==> src/rtl/shifter_pkg.sv <==
// Shared types for the iterative shift unit: shift modes, FSM states and the
// default shift-amount width.
package shifter_pkg;

  typedef enum logic [1:0] {
    SHIFT_SLL = 2'd0,
    SHIFT_SRL = 2'd1,
    SHIFT_SRA = 2'd2,
    SHIFT_ROR = 2'd3
  } shift_mode_t;

  typedef enum logic [1:0] {
    IDLE  = 2'd0,
    SHIFT = 2'd1,
    DONE  = 2'd2
  } state_t;

  localparam int XLEN_DEFAULT = 32;
  localparam int SHAMT_W      = $clog2(XLEN_DEFAULT);

endpackage

==> src/rtl/iterative_shifter_shift_step.sv <==
// Combinational single-step shifter: moves data by k bits (0..STEP) per mode.
// Mode 3 rotates right when SHIFTER_ROTATE_EN is defined, else passes data through.
module shift_step
  import shifter_pkg::*;
#(
  parameter int XLEN = 32,
  parameter int KW   = 6
) (
  input  logic [XLEN-1:0] data_i,
  input  shift_mode_t     mode_i,
  input  logic [KW-1:0]   k_i,
  output logic [XLEN-1:0] data_o
);

  always_comb begin
    data_o = data_i;
    case (mode_i)
      SHIFT_SLL: data_o = data_i << k_i;
      SHIFT_SRL: data_o = data_i >> k_i;
      // Sign bit of the running data register stays the latched operand MSB.
      SHIFT_SRA: data_o = $unsigned($signed(data_i) >>> k_i);
      SHIFT_ROR: begin
`ifdef SHIFTER_ROTATE_EN
        data_o = (data_i >> k_i) | (data_i << (XLEN - int'(k_i)));
`else
        data_o = data_i;
`endif
      end
      default: data_o = data_i;
    endcase
  end

endmodule

==> src/rtl/iterative_shifter.sv <==
// Multi-cycle SLL/SRL/SRA unit shifting STEP bits per cycle under start/done.
// SHIFTER_ROTATE_EN selects ROR for mode 3 (otherwise mode 3 is a pass-through).
module iterative_shifter
  import shifter_pkg::*;
#(
  parameter int XLEN = 32,
  parameter int STEP = 1
) (
  input  logic                     clk,
  input  logic                     reset,
  input  logic                     start,
  input  logic [1:0]               mode,
  input  logic [XLEN-1:0]          operand,
  input  logic [$clog2(XLEN)-1:0]  shamt,
  output logic                     busy,
  output logic                     done,
  output logic [XLEN-1:0]          result
);

  localparam int SW = $clog2(XLEN);
  localparam int KW = SW + 1;
  localparam logic [KW-1:0] STEP_K = KW'(STEP);

  state_t          state_q;
  shift_mode_t     mode_q;
  logic [XLEN-1:0] data_q;
  logic [SW-1:0]   rem_q;
  logic            busy_q;
  logic            done_q;
  logic [XLEN-1:0] result_q;

  logic [KW-1:0]   rem_ext;
  logic [KW-1:0]   k;
  logic [SW-1:0]   rem_after;
  logic [XLEN-1:0] shifted;

  // k never exceeds the remaining count, so the narrowed subtraction is exact.
  always_comb begin
    rem_ext   = {1'b0, rem_q};
    k         = (rem_ext < STEP_K) ? rem_ext : STEP_K;
    rem_after = rem_q - k[SW-1:0];
  end

  shift_step #(
    .XLEN(XLEN),
    .KW  (KW)
  ) u_step (
    .data_i(data_q),
    .mode_i(mode_q),
    .k_i   (k),
    .data_o(shifted)
  );

  always_ff @(posedge clk) begin
    if (!reset) begin
      state_q  <= IDLE;
      mode_q   <= SHIFT_SLL;
      data_q   <= '0;
      rem_q    <= '0;
      busy_q   <= 1'b0;
      done_q   <= 1'b0;
      result_q <= '0;
    end else begin
      case (state_q)
        IDLE, DONE: begin
          done_q <= 1'b0;
          if (start) begin
            data_q <= operand;
            mode_q <= shift_mode_t'(mode);
            rem_q  <= shamt;
            if (shamt == '0) begin
              state_q  <= DONE;
              done_q   <= 1'b1;
              result_q <= operand;
            end else begin
              state_q <= SHIFT;
              busy_q  <= 1'b1;
            end
          end else begin
            state_q <= IDLE;
          end
        end
        SHIFT: begin
          data_q <= shifted;
          rem_q  <= rem_after;
          if (rem_after == '0) begin
            state_q  <= DONE;
            busy_q   <= 1'b0;
            done_q   <= 1'b1;
            result_q <= shifted;
          end
        end
        default: begin
          state_q <= IDLE;
          busy_q  <= 1'b0;
          done_q  <= 1'b0;
        end
      endcase
    end
  end

  assign busy   = busy_q;
  assign done   = done_q;
  assign result = result_q;

endmodule

==> config.mk <==
export PLATFORM = sky130hd
export DESIGN_NAME = iterative_shifter
export DESIGN_NICKNAME = d
export VERILOG_FILES = /design/src/rtl/shifter_pkg.sv /design/src/rtl/iterative_shifter_shift_step.sv /design/src/rtl/iterative_shifter.sv
export SDC_FILE = /design/constraint.sdc
export NUM_CORES = 1
export LEC_CHECK = 0
export CAP_MARGIN = 15
export CORE_MARGIN = 2
export CORE_UTILIZATION = 41
export CTS_BUF_LIST = sky130_fd_sc_hd__clkbuf_2 sky130_fd_sc_hd__clkbuf_4 sky130_fd_sc_hd__clkbuf_8
export DETAILED_ROUTE_END_ITERATION = 12
export GPL_TIMING_DRIVEN = 0
export SETUP_SLACK_MARGIN = 0.05
export SYNTH_ARGS = -nofsm -noshare
export SYNTH_HDL_FRONTEND = slang
export SYNTH_SLANG_ARGS = --single-unit
==> constraint.sdc <==
create_clock -name clk -period 3.3 [get_ports clk]
set_input_delay 0.33 -clock clk [delete_from_list [all_inputs] [get_ports clk]]
set_output_delay 0.33 -clock clk [all_outputs]
set_load 0.005 [all_outputs]
* Yosys cells after proc, flatten, opt, wreduce, memory -nomap -nowiden
Cells that the tools add are included. W data, S select, Z words.
Storage, ports and cells: output and inout port bits 34, register bits after elaboration 75, input port bits 42
Operators by class: equal/unequal tests 9, reduce and logical (&&, ||, !) cells 10, add/sub/neg operators 1, shifts and indexed selects 3, $lt $le $gt $ge 1, multiplexer cells 22
Operators with widths (count):
- $mux W32 | 4
- $pmux W32 S2 | 2
- $pmux W32 S4 | 1
- $shl A32 B5 Y32 | 1
- $shr A32 B5 Y32 | 1
- $sshr A32 B5 Y32 | 1
- $logic_not A5 Y1 | 2
- $mux W5 | 2
- $pmux W5 S2 | 1
- $ne A2 B2 Y1 const B | 4
- $eq A2 B2 Y1 const B | 3
- $mux W1 | 6
- $mux W2 | 3
- $lt A5 B1 Y1 const B | 1
- $sub A5 B5 Y5 | 1
- $eq A2 B1 Y1 const B | 2
- $logic_not A2 Y1 | 2
- $pmux W1 S2 | 2
- $pmux W2 S2 | 1
- $reduce_and A2 Y1 | 2
- $reduce_and A4 Y1 | 1
- $reduce_and A3 Y1 | 1
- $reduce_bool A2 Y1 | 1
- $reduce_or A2 Y1 | 1

* Depth between registers and ports, before layout
depth in word-level cells 6, gate-level depth with buffers 9, gate-level depth less buffers 7

* Modules after synthesis
Synthesis repeated with hierarchy kept, for this count alone.
Second synthesis, totals: cells, all modules 1011, area total of the unflattened synthesis 8828.5 sq um
By module, submodules not included:
- shift_step | instances 1, seq. area each 0.0 sq um, area each 5248.8 sq um, cells an instance 623
- iterative_shifter | instances 1, seq. area each 1481.4 sq um, area each 3579.7 sq um, cells an instance 388

* Worst setup path before layout
Ideal clock, no wire load.
path type register -> register, from register rem_q[1], to register result_q[18] (netlist: result[18]), data arrival time 2121 ps, setup time 116 ps, setup slack 1063 ps, stages on the path, launching flop included 10, cell sequence dfxtp_1 > or3_1 > buf_6 > o21bai_1 > ha_1 > nand4_1 > and2_1 > clkbuf_1 > and3_1 > a31o_2
On the way: longest elaborated chain between the ends 6, elaborated cells between the ends (all ways) 12, classes of those cells add/sub: 1; order compare: 1; eq/ne: 1; shift: 3; mux: 4; reduce/logical: 2
Ends and longest elaborated chain:
- start: declaration | line iterative_shifter.sv:27 | logic [SW-1:0] rem_q;
- start signal: assignment | line iterative_shifter.sv:70 | rem_q <= shamt;
- start signal: assignment | line iterative_shifter.sv:85 | rem_q <= rem_after;
- $lt A5 B1 Y1 | line iterative_shifter.sv:40 | k = (rem_ext < STEP_K) ? rem_ext : STEP_K;
- $mux W5 | line iterative_shifter.sv:40
- $sshr A32 B5 Y32, or another cell as far along | line iterative_shifter_shift_step.sv:21 | SHIFT_SRA: data_o = $unsigned($signed(data_i) >>> k_i);
- $pmux W32 S4 or $logic_not A5 Y1 (tied branches) | line iterative_shifter_shift_step.sv:17, iterative_shifter.sv:86
- $mux W32 or $ne A2 B2 Y1 (tied branches)
- $pmux W32 S2 or $reduce_and A4 Y1 (tied branches)
- end signal: assignment | line iterative_shifter.sv:74 | result_q <= operand;
- end signal: assignment | line iterative_shifter.sv:90 | result_q <= shifted;
- end: declaration | line iterative_shifter.sv:30 | logic [XLEN-1:0] result_q;
Parallel ways exist; a longest one is shown, timed or not. The select of a mux whose other input is x is not followed. A chain may end at the register's enable or synchronous reset.

* Worst setup path in the final report
from register rem_q[1], to register result_q[19] (netlist: result[19])
The elaborated chain is that of the path after synthesis.

==> impl_metrics.toml <==
[worst_setup_path]
cp_data_arrival_time_ns = 3.16
crit_fanout = 10
cpLargestDelayFamily = "simple AND/OR/NAND/NOR gates"
r2r_end = "result[19]"
cp-start-kind = "register"
rr_worst_depth = 9
worstReg2RegStart = "rem_q[1]"
crit_chain = "or3_1 -> buf_6 -> o21bai_1 -> ha_1 -> nand4_1 -> and2_1 -> clkbuf_1 -> and3_1 -> a31o_2"
endpoint_kind = "register"
max_stage_delay_ns = 0.40
crit_type = "register to register"
critPathRequiredTime_ns = 3.56
slowest_stage = "or3_1"
critical_path_buf_inv_count = 2
r2r_setup_slack_ns = 0.40

[die]
row_count = 37
initial_core_util_pct = 41.8
pin_count = 76
die_w_um = 106
fp.dieH_um = 106
core_area_um2 = 10200
dieArea_um2 = 11200

[yosys]
syn_nets = 575
synthesis.area_um2 = 4250
synth_edf_count = 0
synthCells = 532
avgSynthCellArea_um2 = 8.00
yosysWarnings = 0
seq_area_frac_synth_pct = 34.8
synth-seq-cells = 74
synth_flop_cell = "dfxtp_1"
ys_types = 51
async_flop_share_pct = 0

[placed_design]
dpl.hpwl_um = 11900
io_buffers = 74
dp_slack_ns = 0.298
dp_cells = 742
place_congestion = 0.926

[cts]
cts_tree = "done"
cts_setup_buffers = 0
path_clk_slew_ns = 0.08
clock-root-buffer = "clkbuf_8"
insertion_delay_ns = 0.36
cts_buffers = 9
ctsResizeCount = 0
cts_hold_buf = 0
cts_buffer_depth = 2
cts.sinks = 74
cts.htree.levels = 3

[global_routing]
grt_use_total_pct = 29.1
grt_pass1_vias = 4459
grt_pass1_wl_um = 25100
antenna_found_initial = 0
overflow = 0
grt_max_degree = 12

[flow_run]
max_cap_violations = 0

[sta]
setup_tns_ns = 0
fmax_mhz = 345
postLayoutSetupSlackWorst_ns = 0.401
tightest_slew_ns = 0.956
slew_violations = 0
setup_viol = 0
whs_ns = 0.448
skew_ns = 0.0130
fin_crit_ns = 2.90
grt_setup_unrepaired = "no"
relSlewSlack_pct = 35.9
hold_viol_final = 0
period_share_pct = 87.8

[route]
via_per_inst = 6.18
first_iter_violations = 445
drtPass1Iterations = 5
drc = 0
wl_per_cell_um = 21.1
antenna_left = 0
vias = 4676
drt-total-wl_um = 16000

[finish]
area_growth_pct = 25.9
multi_input_area_um2 = 2530
finalNonFillerCells = 757
regArea_um2 = 1480
diodes = 0
mostFrequentLayoutCells = "74 x dfxtp_1, 74 x clkdlybuf4s50_1, 70 x nand2_1"
n_fill_cell = 1030
drive_gt1_share_pct = 8.70
utilization_pct = 52.6
fin_nets = 660

[worst_hold_path]
hp-class = "primary input to register"
hold_depth = 3
min_from = "reset"
worstHoldEndpoint = "data_q[31]"

[pwr]
power.density_nw_per_um2 = 542
peakVddDrop_v = 0.000209
p_leak_nw = 1.97

[run_status]
status = "complete, no violations"
through the flow:
stage | cell area (um^2) | power [mW]
global route | 5360 | 3.04
global placement | 5160 | 2.14
finish | 5360 | 2.90
floorplan | 4250 | 1.76
detailed placement | 5160 | 2.16
CTS | 5360 | 2.89
cells in the mapped netlist (2+ instances only):
cell       instances  area, um^2
a31o_2             8        70.1
a211oi_1           9        67.6
mux2_2             2        22.5
inv_1              5        18.8
buf_1              5        18.8
o22ai_1           19         119
a311oi_1           3        26.3
mux2i_1           26         260
clkbuf_1          32         120
buf_6              3        33.8
nand2_1           70         263
a22oi_1            3        22.5
o211ai_1           3        22.5
nand2b_1           3        18.8
and2_1             4        25.0
nor2_1            39         146
a31o_1             4        35.0
a32o_1            14         140
o21ai_0           43         215
a31oi_1            4        25.0
a221o_1            2        20.0
and3_1            13        81.3
a21oi_1           45         225
o21a_1             9        67.6
a21o_1             2        15.0
a2bb2oi_1          2        17.5
o221ai_1          18         158
o31ai_1           15         113
nand3_1            8        40.0
a21boi_0           4        30.0
dfxtp_1           74        1480
nor3_1             2        10.0
o221a_2           10         113
buf_2             10        50.1
nor2b_1            3        18.8
power breakdown:
part / switching, mW / internal [mW] / leakage [nW] / total (mW)
combinational: 0.598 / 0.437 / 1.26 / 1.03
clock: 0.349 / 0.381 / 0.103 / 0.730
sequential: 0.131 / 1.01 / 0.607 / 1.14
worst max-delay path by stage:
stage | from | end | slack, ns | cells after the start
global placement | shamt[3] | result[19] | 0.29 | 7
global route | rem_q[1] | result[19] | 0.26 | 9
CTS | rem_q[1] | result[19] | 0.46 | 9
detailed placement | shamt[3] | result[19] | 0.30 | 7
finish | rem_q[1] | result[19] | 0.40 | 9
floorplan | rem_q[1] | result[18] | 1.06 | 9
cell families after synthesis:
logic type	share of synthesized area, %
DFF	34.8
buffers and inverters	5.76
adders and majority gates	0.294
muxes	6.65
AOI/OAI and AO/OA	37.2
and+or+nand+nor	15.3
worst register-to-register path, cell delays in order, from the launching register on:
cell and delay [ns]:
dfxtp_1 0.37, or3_1 0.40, buf_6 0.16, o21bai_1 0.14, ha_1 0.22, nand4_1 0.39
and2_1 0.32, clkbuf_1 0.30, and3_1 0.30, a31o_2 0.20
layer usage:
layer	part of all wire, %	global-route usage (%)	up-vias
li1	-	-	2194
met1	48	42.7	2236
met2	42	42.7	223
met3	8.4	6.12	23
met4	1.3	8.27	0
met5	0	0	-
area by class of cell:
class	instances	area share, %
plain buffers	50	4.16
clock buffers	12	2.85
clock inverters	3	0.747
inverters	6	0.420
multi-input cells	402	47.2
flip-flops and latches	74	27.7
well taps	136	3.18
repair buffers	74	13.8
sequential cells by signal, indices dropped and copies added (netlist names):
| name | cells |
|---|---|
| result | 32 |
| busy | 1 |
| rem_q | 5 |
| data_q | 32 |
| state_q | 2 |
| mode_q | 2 |
(Power assumes the default switching activity.)
